## src/rtl/irq_pkg.sv

```systemverilog
// Shared interrupt-path definitions: config register offsets for the
// pending/conditioning stage and the downstream mask stage.
package irq_pkg;

  localparam logic [31:0] IRQ_PEND_EDGE  = 32'h0000_0000;
  localparam logic [31:0] IRQ_PEND_POL   = 32'h0000_0004;
  localparam logic [31:0] IRQ_PEND_PEND  = 32'h0000_0008;
  localparam logic [31:0] IRQ_PEND_RAW   = 32'h0000_000C;
  localparam logic [31:0] IRQ_PEND_SWSET = 32'h0000_0010;

  localparam logic [31:0] IRQ_MASK       = 32'h0000_0000;

  // Decoded register selection for the pending stage
  typedef enum logic [2:0] {
    REG_EDGE,
    REG_POL,
    REG_PEND,
    REG_RAW,
    REG_SWSET,
    REG_NONE
  } pend_reg_e;

endpackage

```

## src/rtl/irq_sync.sv

```systemverilog
// Parameterised-width two-flop synchroniser, async active-low reset.
module irq_sync #(
  parameter int unsigned W = 1
) (
  input  logic         c_clk,
  input  logic         c_rstb,
  input  logic [W-1:0] d,
  output logic [W-1:0] q
);

  logic [W-1:0] meta;

  // Two-stage capture of the asynchronous inputs
  always_ff @(posedge c_clk or negedge c_rstb) begin
    if (!c_rstb) begin
      meta <= '0;
      q    <= '0;
    end else begin
      meta <= d;
      q    <= meta;
    end
  end

endmodule

```

## src/rtl/irq_pend.sv

```systemverilog
// Interrupt source conditioning: synchronise, apply polarity, then per source
// pass the level or latch rising edges into a W1C pending register.
// Optional macro IRQ_PEND_SWSET_EN adds a write-1-to-set register at 0x10.
module irq_pend
  import irq_pkg::*;
#(
  parameter int unsigned MSB = 4
) (
  input  logic         c_clk,
  input  logic         c_rstb,
  input  logic [MSB:0] src,
  output logic [MSB:0] pend,
  output logic         c_ready,
  output logic [31:0]  c_rdata,
  input  logic [31:0]  c_wdata,
  input  logic         c_write,
  input  logic [31:0]  c_addr,
  input  logic [1:0]   c_size,
  input  logic         c_valid
);

  logic [MSB:0] sync;
  logic [MSB:0] act;
  logic [MSB:0] hist;
  logic [MSB:0] rise;
  logic [MSB:0] edge_q;
  logic [MSB:0] pol_q;
  logic [MSB:0] clr;
  logic [MSB:0] set;
  logic [MSB:0] pend_nxt;
  logic [31:0]  wr_al;
  logic [31:0]  rd_q;
  logic [31:0]  rd_nxt;
  logic         wr_en;
  logic         rd_en;
  pend_reg_e    sel;
  logic         unused;

  irq_sync #(.W(MSB + 1)) u_sync (
    .c_clk  (c_clk),
    .c_rstb (c_rstb),
    .d      (src),
    .q      (sync)
  );

  assign act    = sync ^ pol_q;
  assign rise   = act & ~hist;
  assign wr_al  = c_wdata << {c_addr[1:0], 3'b000};
  assign wr_en  = c_valid & c_write;
  assign rd_en  = c_valid & ~c_write;
  assign unused = ^{c_size, wr_al[31:MSB+1]};

  // Word-offset decode of the config address
  always_comb begin
    sel = REG_NONE;
    case (c_addr & ~32'h3)
      IRQ_PEND_EDGE:  sel = REG_EDGE;
      IRQ_PEND_POL:   sel = REG_POL;
      IRQ_PEND_PEND:  sel = REG_PEND;
      IRQ_PEND_RAW:   sel = REG_RAW;
`ifdef IRQ_PEND_SWSET_EN
      IRQ_PEND_SWSET: sel = REG_SWSET;
`endif
      default:        sel = REG_NONE;
    endcase
  end

  // Clear/set strobes and next pending vector; any set beats a same-cycle clear
  always_comb begin
    clr = '0;
    set = rise;
    if (wr_en && sel == REG_PEND) clr = wr_al[MSB:0];
`ifdef IRQ_PEND_SWSET_EN
    if (wr_en && sel == REG_SWSET) set = rise | wr_al[MSB:0];
`endif
    pend_nxt = (edge_q & (set | (pend & ~clr))) | (~edge_q & act);
  end

  // Read mux; unmapped offsets leave the read register as it was
  always_comb begin
    rd_nxt = rd_q;
    case (sel)
      REG_EDGE:  rd_nxt = 32'(edge_q);
      REG_POL:   rd_nxt = 32'(pol_q);
      REG_PEND:  rd_nxt = 32'(pend);
      REG_RAW:   rd_nxt = 32'(sync);
      REG_SWSET: rd_nxt = '0;
      default:   rd_nxt = rd_q;
    endcase
  end

  // Edge history and pending output
  always_ff @(posedge c_clk or negedge c_rstb) begin
    if (!c_rstb) begin
      hist <= '0;
      pend <= '0;
    end else begin
      hist <= act;
      pend <= pend_nxt;
    end
  end

  // Mode and polarity registers
  always_ff @(posedge c_clk or negedge c_rstb) begin
    if (!c_rstb) begin
      edge_q <= '0;
      pol_q  <= '0;
    end else if (wr_en) begin
      if (sel == REG_EDGE) edge_q <= wr_al[MSB:0];
      if (sel == REG_POL)  pol_q  <= wr_al[MSB:0];
    end
  end

  // Config response: ready one cycle after valid, read data captured on valid
  always_ff @(posedge c_clk or negedge c_rstb) begin
    if (!c_rstb) begin
      c_ready <= 1'b0;
      rd_q    <= '0;
    end else begin
      c_ready <= c_valid;
      if (rd_en) rd_q <= rd_nxt;
    end
  end

  assign c_rdata = rd_q >> {c_addr[1:0], 3'b000};

endmodule

```

## config.mk

```make
export PLATFORM = sky130hd
export DESIGN_NAME = irq_pend
export DESIGN_NICKNAME = d
export VERILOG_FILES = /design/src/rtl/irq_pkg.sv /design/src/rtl/irq_sync.sv /design/src/rtl/irq_pend.sv
export SDC_FILE = /design/constraint.sdc
export NUM_CORES = 1
export LEC_CHECK = 0
export ABC_AREA = 1
export ABC_CLOCK_PERIOD_IN_PS = 1810
export CORE_MARGIN = 3
export CORE_UTILIZATION = 43
export CTS_CLUSTER_SIZE = 8
export DETAILED_ROUTE_END_ITERATION = 12
export GPL_TIMING_DRIVEN = 0
export PLACE_DENSITY = 0.92
export SLEW_MARGIN = 20
export SYNTH_ARGS = -nofsm -noshare
export SYNTH_HDL_FRONTEND = slang
export SYNTH_SLANG_ARGS = --single-unit
export TNS_END_PERCENT = 30
```

## constraint.sdc

```tcl
create_clock -name c_clk -period 1.81 [get_ports c_clk]
set_input_delay 0.2715 -clock c_clk [delete_from_list [all_inputs] [get_ports c_clk]]
set_output_delay 0.2715 -clock c_clk [all_outputs]
set_load 0.02 [all_outputs]
```

==> out/results.txt <==
The number of instances in the placed design was 417; the share of layout cells above drive strength 1 was 19.6%. CTS saw 36 sinks. The post-place setup slack is -440 ps, and the vertical die dimension is 76.3 µm.

The count of nets left with antenna violations once routing finished came out at 0. In the post-synthesis netlist, the biggest area contributors are dfrtp_1, nand2_1, buf_4. At the end of routability-driven placement, the weighted congestion stood at 0.819.

The data arrival time at the worst-slack endpoint was 1460 ps; the maximum level of the CTS H-tree was 2. The total wire length is 4610 µm, and the antenna diode instance count is 0. For this run, the detailed router's first-pass iteration total came to 4. Category of the critical setup timing path: input pin to primary output. Overall power consumption after layout is estimated at 1.75 mW. The clock passes through at most 2 buffers.

The initial antenna violation count is 0. The final routed wire length divided by cell count is 10.8 µm, and the top cell type's share of synthesized area is 42.4%. Once routing completed, OpenROAD measured the worst setup slack at 77.1 ps. The critical path goes through clkdlybuf4s50_1, nor2_4, inv_1, nor2_1, dlygate4sd2_1. The clock insertion delay at the later pin of the skew report is 290 ps, and the final core utilization is 66.1%.

In this run the clock root is driven by a clkbuf_8. The chip width is 76.3 µm, and the required arrival time at the worst endpoint is 1540 ps. The maximum number of pins on one net before global-route repair is 36.

Signed area change from the synthesized netlist to the final layout: 41.8%. The floorplan has 24 rows. STA classifies the critical path startpoint as an input pin.

Summing over every cut layer, the via total after detailed routing is 1868. The detailed router finished its first iteration with 59 violations. The post-synthesis sequential element count came out at 36.

Worst hold-check path type: input pin to asynchronous set/reset pin. The mapped netlist covers 0.00213 mm². The count of distinct cell types in the synthesized netlist is 24, and the layout net count is 437.

The most common cell after layout, fill and taps aside is nand2_1. The setup total negative slack is 0 ps, and the maximum fanout along the worst path is 5. The clock-pin slew reported for the worst setup and hold paths after clock tree synthesis was 60 ps. The floorplan step defined a die boundary enclosing 0.00582 mm².

dfrtp_1 takes more of the synthesized area than any other cell. Measured in cells, the most critical reg-to-reg path has a length of 6. Dividing the detail-routed via count by the number of cells gives 4.37. Port buffering added 56 buffers.

The core area was 0.00456 mm². The areal power density over the cells works out to 579 mW/mm². The largest individual stage delay along the critical path comes from the cell clkdlybuf4s50_1.

The tools report the yosys synthesis warning count as 0. Counting the buffers created by CTS gives 5. Total global-route track usage: 16.8%. The flow ran to the end, and the final reports show no timing, DRC or antenna violations. The reported leakage power is 1.57 nW, and the number of max-slew violations in the final report is 0. The top cell types in the final layout, fill and taps aside, are nand2_1, clkdlybuf4s50_1, nor2_1.

Derived from the worst setup path, the maximum achievable clock frequency is 577 MHz. The smallest clock period supported by the final layout is computed as 1730 ps. The initial utilization of the core area, before any placement, comes to 46.6%.

Clock skew on the completed layout was measured at 4.20 ps. The run gives 0 as the final-report hold violation count. The logic depth of the worst setup path including buffers is 5. Buffers plus inverters on the worst setup path: 3. For the I/O pin total, the log shows 113. The tools report the maximum ir drop on the vdd rail as 595 µV. In this design, the largest share of critical-path delay is due to buffers and inverters. TritonCTS built the clock tree. The run gives 1802 as the number of global-route vias before repair. Dividing the synthesized area by the synthesized cell count gives 7.90 µm². Detailed placer's ending HPWL: 3600 µm. The worst path uses 95.7% of the clock period. Once layout is complete, the cells apart from fillers number 427. The worst setup path is captured at a primary output. The logs give 0 for the post-route DRC violation count and 269 for the gate count of the mapped netlist.

The tools report the overall overflow remaining after global route as 0. Setup violations remaining at the end of the flow were counted as 0. Max-cap violations in this run came to 0.

Delay of the slowest cell on the worst path: 450 ps. The sequential area share after synthesis was 42.4%; the global-route wire length before repair was 7960 µm.
## cell type report
| cell class | count | area, µm² |
|---|---|---|
| Inverter | 26 | 97.6 |
| Multi-Input combinational cell | 204 | 1010 |
| Fill cell | 382 | 1550 |
| Clock buffer | 7 | 96.3 |
| Buffer | 29 | 229 |
| Tap cell | 65 | 81.3 |
| Sequential cell | 36 | 901 |
| Timing Repair Buffer | 60 | 599 |
## metal layers
metal / track usage, % / wire length, µm
met5: 0 / 0
met1: 20.3 / 1910
met3: 6.03 / 432
met4: 4.89 / 61
met2: 28.2 / 2210
## state kept, by name, indices dropped and copies added (netlist names)
name and cells:
c_ready 1, edge_q 5, hist 5, pend 5, pol_q 5, rd_q 5, u_sync.meta 5, u_sync.q 5
## synthesized netlist by cell type
| cell | n |
|---|---|
| inv_2 | 2 |
| nand3_2 | 1 |
| buf_6 | 1 |
| dfrtp_1 | 36 |
| inv_1 | 23 |
| a21oi_2 | 5 |
| buf_8 | 1 |
| nand3_1 | 15 |
| nand4_4 | 1 |
| o21ai_1 | 5 |
| nor2_2 | 6 |
| nor2_1 | 45 |
| nand2_1 | 70 |
| nor3_1 | 5 |
| o21ai_2 | 1 |
| o21ai_0 | 5 |
| conb_1 | 1 |
| nand2_2 | 5 |
| xor2_1 | 5 |
| nor2_4 | 2 |
| nand2_4 | 3 |
| buf_4 | 27 |
| clkinv_1 | 1 |
| nor2_8 | 3 |
## power by group
part	total [mW]	switching (mW)	internal, mW
Combinational	0.305	0.145	0.160
Clock	0.601	0.262	0.338
Sequential	0.840	0.0117	0.828
## metrics by stage
step	hold WS, ps	instance area (µm²)
after global routing	310	3020
final	307	3020
after floorplan	-24.1	2220
after global placement	332	2870
after CTS	294	2990
after detailed placement	71.9	2880
## path summary, 6_finish.rpt
| path | from | end | slack, ps |
|---|---|---|---|
| worst max-delay path | c_addr[1] | c_rdata[0] | 80 |
| worst min-delay path | c_rstb | u_sync.meta[4] | 310 |
| worst max register to register | pend[2] | rd_q[2] | 810 |
| worst min register to register | u_sync.meta[4] | u_sync.q[4] | 350 |
| max in group asynchronous | c_rstb | edge_q[0] | 1140 |
| min in group c_clk | u_sync.meta[4] | u_sync.q[4] | 350 |
## logic make-up (layout without fill, tap and decap cells)
| family | after synthesis | count (layout) | synth area share (%) |
|---|---|---|---|
| buf+inv | 55 | 122 | 15.4 |
| other cells | 1 | 27 | 0.176 |
| compound gates | 16 | 16 | 4.83 |
| flops | 36 | 36 | 42.4 |
| xor+xnor | 5 | 5 | 2.06 |
| simple gates | 156 | 156 | 35.2 |
## what timing repair did
item / in CTS / in global routing
hold buffers: 1 / 0
gates resized for setup: 7 / 6
pin swaps: 0 / 1
setup buffers: 0 / 2
endpoints found under the setup margin: 5 / 10
hold endpoints to repair: 36 / 0
Note: power is estimated with default switching activity, not from simulation.
==> RTL edit (same flow settings) <==
Set the parameter `MSB` to 5 (it was 4).
--- a/src/rtl/irq_pend.sv
+++ b/src/rtl/irq_pend.sv
@@ -6,3 +6,3 @@
 #(
-  parameter int unsigned MSB = 4
+  parameter int unsigned MSB = 5
 ) (
Interface: changed (resized pend and src); port bits go from 113 to 115. The function was not compared with the original's and may differ.
==> RTL edit against the original RTL <==
- maximum frequency grew 3.8%
- synthesized area grew 13%
- largest cell class unchanged
- core utilization shrank 2.5 points
- via count grew 11%
- count of clock-buffer cells in the layout down 1
- hold slack improved by 0.046 ns
- design area is 11% higher
- setup slack improved by 0.064 ns
- total power up 13%
- sequential cell count up 7
- routed wire length increased by 20%
==> RTL edit: results (changes against the original RTL) <==
[metrics] result of the run: finished, final reports clean
[metrics] hold_sp: u_sync.meta[5]$_DFF_PN0_
[metrics] complex-gate fraction of the synthesized area: 5.66% (+0.84 points)
[metrics] via count of the routed design: 2,069 (+11%)
[metrics] vias in the first global route: 2,033 (+13%)
[metrics] XOR/XNOR share of the synthesized area: 2.18% (+0.12 points)
[metrics] share of post-route cells with drive strength above 1: 19.4% (-0.22 points)
[metrics] number of nets in the final layout: 472 (+8.0%)
[metrics] post-placement worst setup slack: -0.710 ns (-0.269 ns)
[metrics] category of the worst setup path capture point: primary output
[metrics] share of synthesized registers carrying an async set or reset: 100% (unchanged)
[metrics] CP max FO: 6 (+1)
[metrics] Clock Latency Late Sink: about 0.30 ns
[metrics] GRT Overall Usage: 17.7% (+0.86 points)
[metrics] Detailed Place HPWL: 4280 um (+19%)
[metrics] leakage power total: 1.73 nW (+9.9%)
[metrics] drt first pass iters: 4 (unchanged)
[metrics] fill cell total of the finished layout: 458 (+20%)
[metrics] multiplexer fraction of the synthesized cell area: 0% (unchanged)
[metrics] Max clock buf depth: 2 (unchanged)
[metrics] arrival time of the worst setup path: 1.40 ns (-0.06 ns)
[metrics] final hold violation count: 0 (unchanged)
[metrics] H-Tree Level Count: 2 (unchanged)
[metrics] Post-Route Skew: 0.00493 ns (+0.000730 ns)
[metrics] maximum ir drop on the vdd rail: 0.542 mV (-9.0%)
[metrics] Antenna Diode Count: 0 (unchanged)
[metrics] commonest cells in the netlist: sky130_fd_sc_hd__nand2_1, sky130_fd_sc_hd__nor2_1, sky130_fd_sc_hd__dfrtp_1
[metrics] min-delay worst type: reg2reg
[metrics] total routed wirelength: 5540 um (+20%)
[metrics] Synth cell types: 22 (-8.3%)
[metrics] sequential share of the synthesized area: 44.7% (+2.3 points)
[metrics] number of port buffers: 60 (+7.1%)
[metrics] GP Congestion: 0.845 (+3.2%)
[metrics] DRT iter0 DRCs: 80 (+36%)
[metrics] top cells by area, synth: sky130_fd_sc_hd__dfrtp_1, sky130_fd_sc_hd__nand2_1, sky130_fd_sc_hd__buf_4
[metrics] arithmetic-cell share of the synthesized area counting full adders, half adders and majority gates: 0% (unchanged)
[metrics] synthesis warning total: 0 (unchanged)
[metrics] wire length of the first global-routing pass: 8980 um (+13%)
[metrics] critical path startpoint: c_addr[0]
[metrics] Worst R2R Start: pol_q[3]$_DFFE_PN0P_
[metrics] number of buffers inserted during clock tree synthesis: 5 (unchanged)
[metrics] antenna violations before repair: 0 (unchanged)
[metrics] largest net degree at the start of global routing: 25 (-31%)
[metrics] clock root buffer master: sky130_fd_sc_hd__clkbuf_8
[metrics] register clock-pin slew on the reported worst setup and hold paths: 0.08 ns (+0.02 ns)
[RTL edit: cell types whose count changed after synthesis, sizes merged, moves of 2 or more]
cell and delta:
dfrtp +7, inv +3, nand2 +11, nand3 +2, nor2 +4, o21ai +2
[RTL edit: cell families after synthesis]
kind of cell    count (synthesis)
flops                          43
compound gates                 19
buf+inv                        58
simple gates                  174
xor+xnor                        6
other cells                     1
[RTL edit: critical path: stages]
cell,delay (ns)
sky130_fd_sc_hd__clkdlybuf4s50_1,0.44
sky130_fd_sc_hd__nor2_4,0.13
sky130_fd_sc_hd__inv_1,0.10
sky130_fd_sc_hd__nor2_1,0.10
sky130_fd_sc_hd__dlygate4sd2_1,0.35
[RTL edit: layout make-up]
| class | count | area, um^2 | share of cell area (%) |
|---|---|---|---|
| buffer | 30 | 249 | 7.43 |
| sequential | 43 | 1080 | 32.1 |
| multi-input combinational | 225 | 1100 | 32.8 |
| tap | 70 | 87.6 | 2.61 |
| timing repair buffer | 63 | 636 | 19.0 |
| inverter | 28 | 105 | 3.14 |
| clock buffer | 6 | 82.6 | 2.47 |
| clock inverter | 2 | 16.3 | 0.486 |
[RTL edit: stage by stage]
step | util [%] | instance area [um^2] | std cells
4_1_cts | 63.2 | 3330 | 467
3_5_place_dp | 61.0 | 3210 | 457
6_report | 63.6 | 3350 | 467
2_1_floorplan | - | 2500 | 326
5_1_grt | 63.6 | 3350 | 467
3_3_place_gp | 60.5 | 3190 | 456
[RTL edit: path summary, 6_finish.rpt]
kind	to	slack [ns]	cells after the start
min in group asynchronous	u_sync.meta[2]$_DFF_PN0_	0.45	2
hold / removal	u_sync.q[5]$_DFF_PN0_	0.35	0
hold reg to reg	u_sync.q[5]$_DFF_PN0_	0.35	0
setup / recovery	c_rdata[2]	0.14	5
max in group asynchronous	rd_q[0]$_DFFE_PN0P_	0.88	3
setup reg to reg	rd_q[3]$_DFFE_PN0P_	0.86	6
[RTL edit: where the power goes]
group	total (mW)	switching [mW]	internal (mW)	leakage, nW
clock network	0.652	0.341	0.311	0.0474
logic	0.315	0.151	0.164	1.14
registers	1.00	0.0152	0.988	0.543
total	1.97	0.507	1.46	1.73
[RTL edit: what timing repair did]
item                                    in CTS  in global routing
resized for setup                            8                  6
pin swaps                                    1                  0
setup buffers                                1                  0
hold buffers                                 1                  0
hold endpoints to repair                    19                  0
endpoints found under the setup margin       6                  6
[RTL edit: metal layers]
metal	global-route usage (%)	wire length, um	part of all wire (%)	vias up
li1	-	-	-	1065
met1	20.9	2290	41	917
met3	4.10	439	7.9	7
met4	5.41	65	1.2	0
met2	31.7	2750	50	80
met5	0	0	0	-
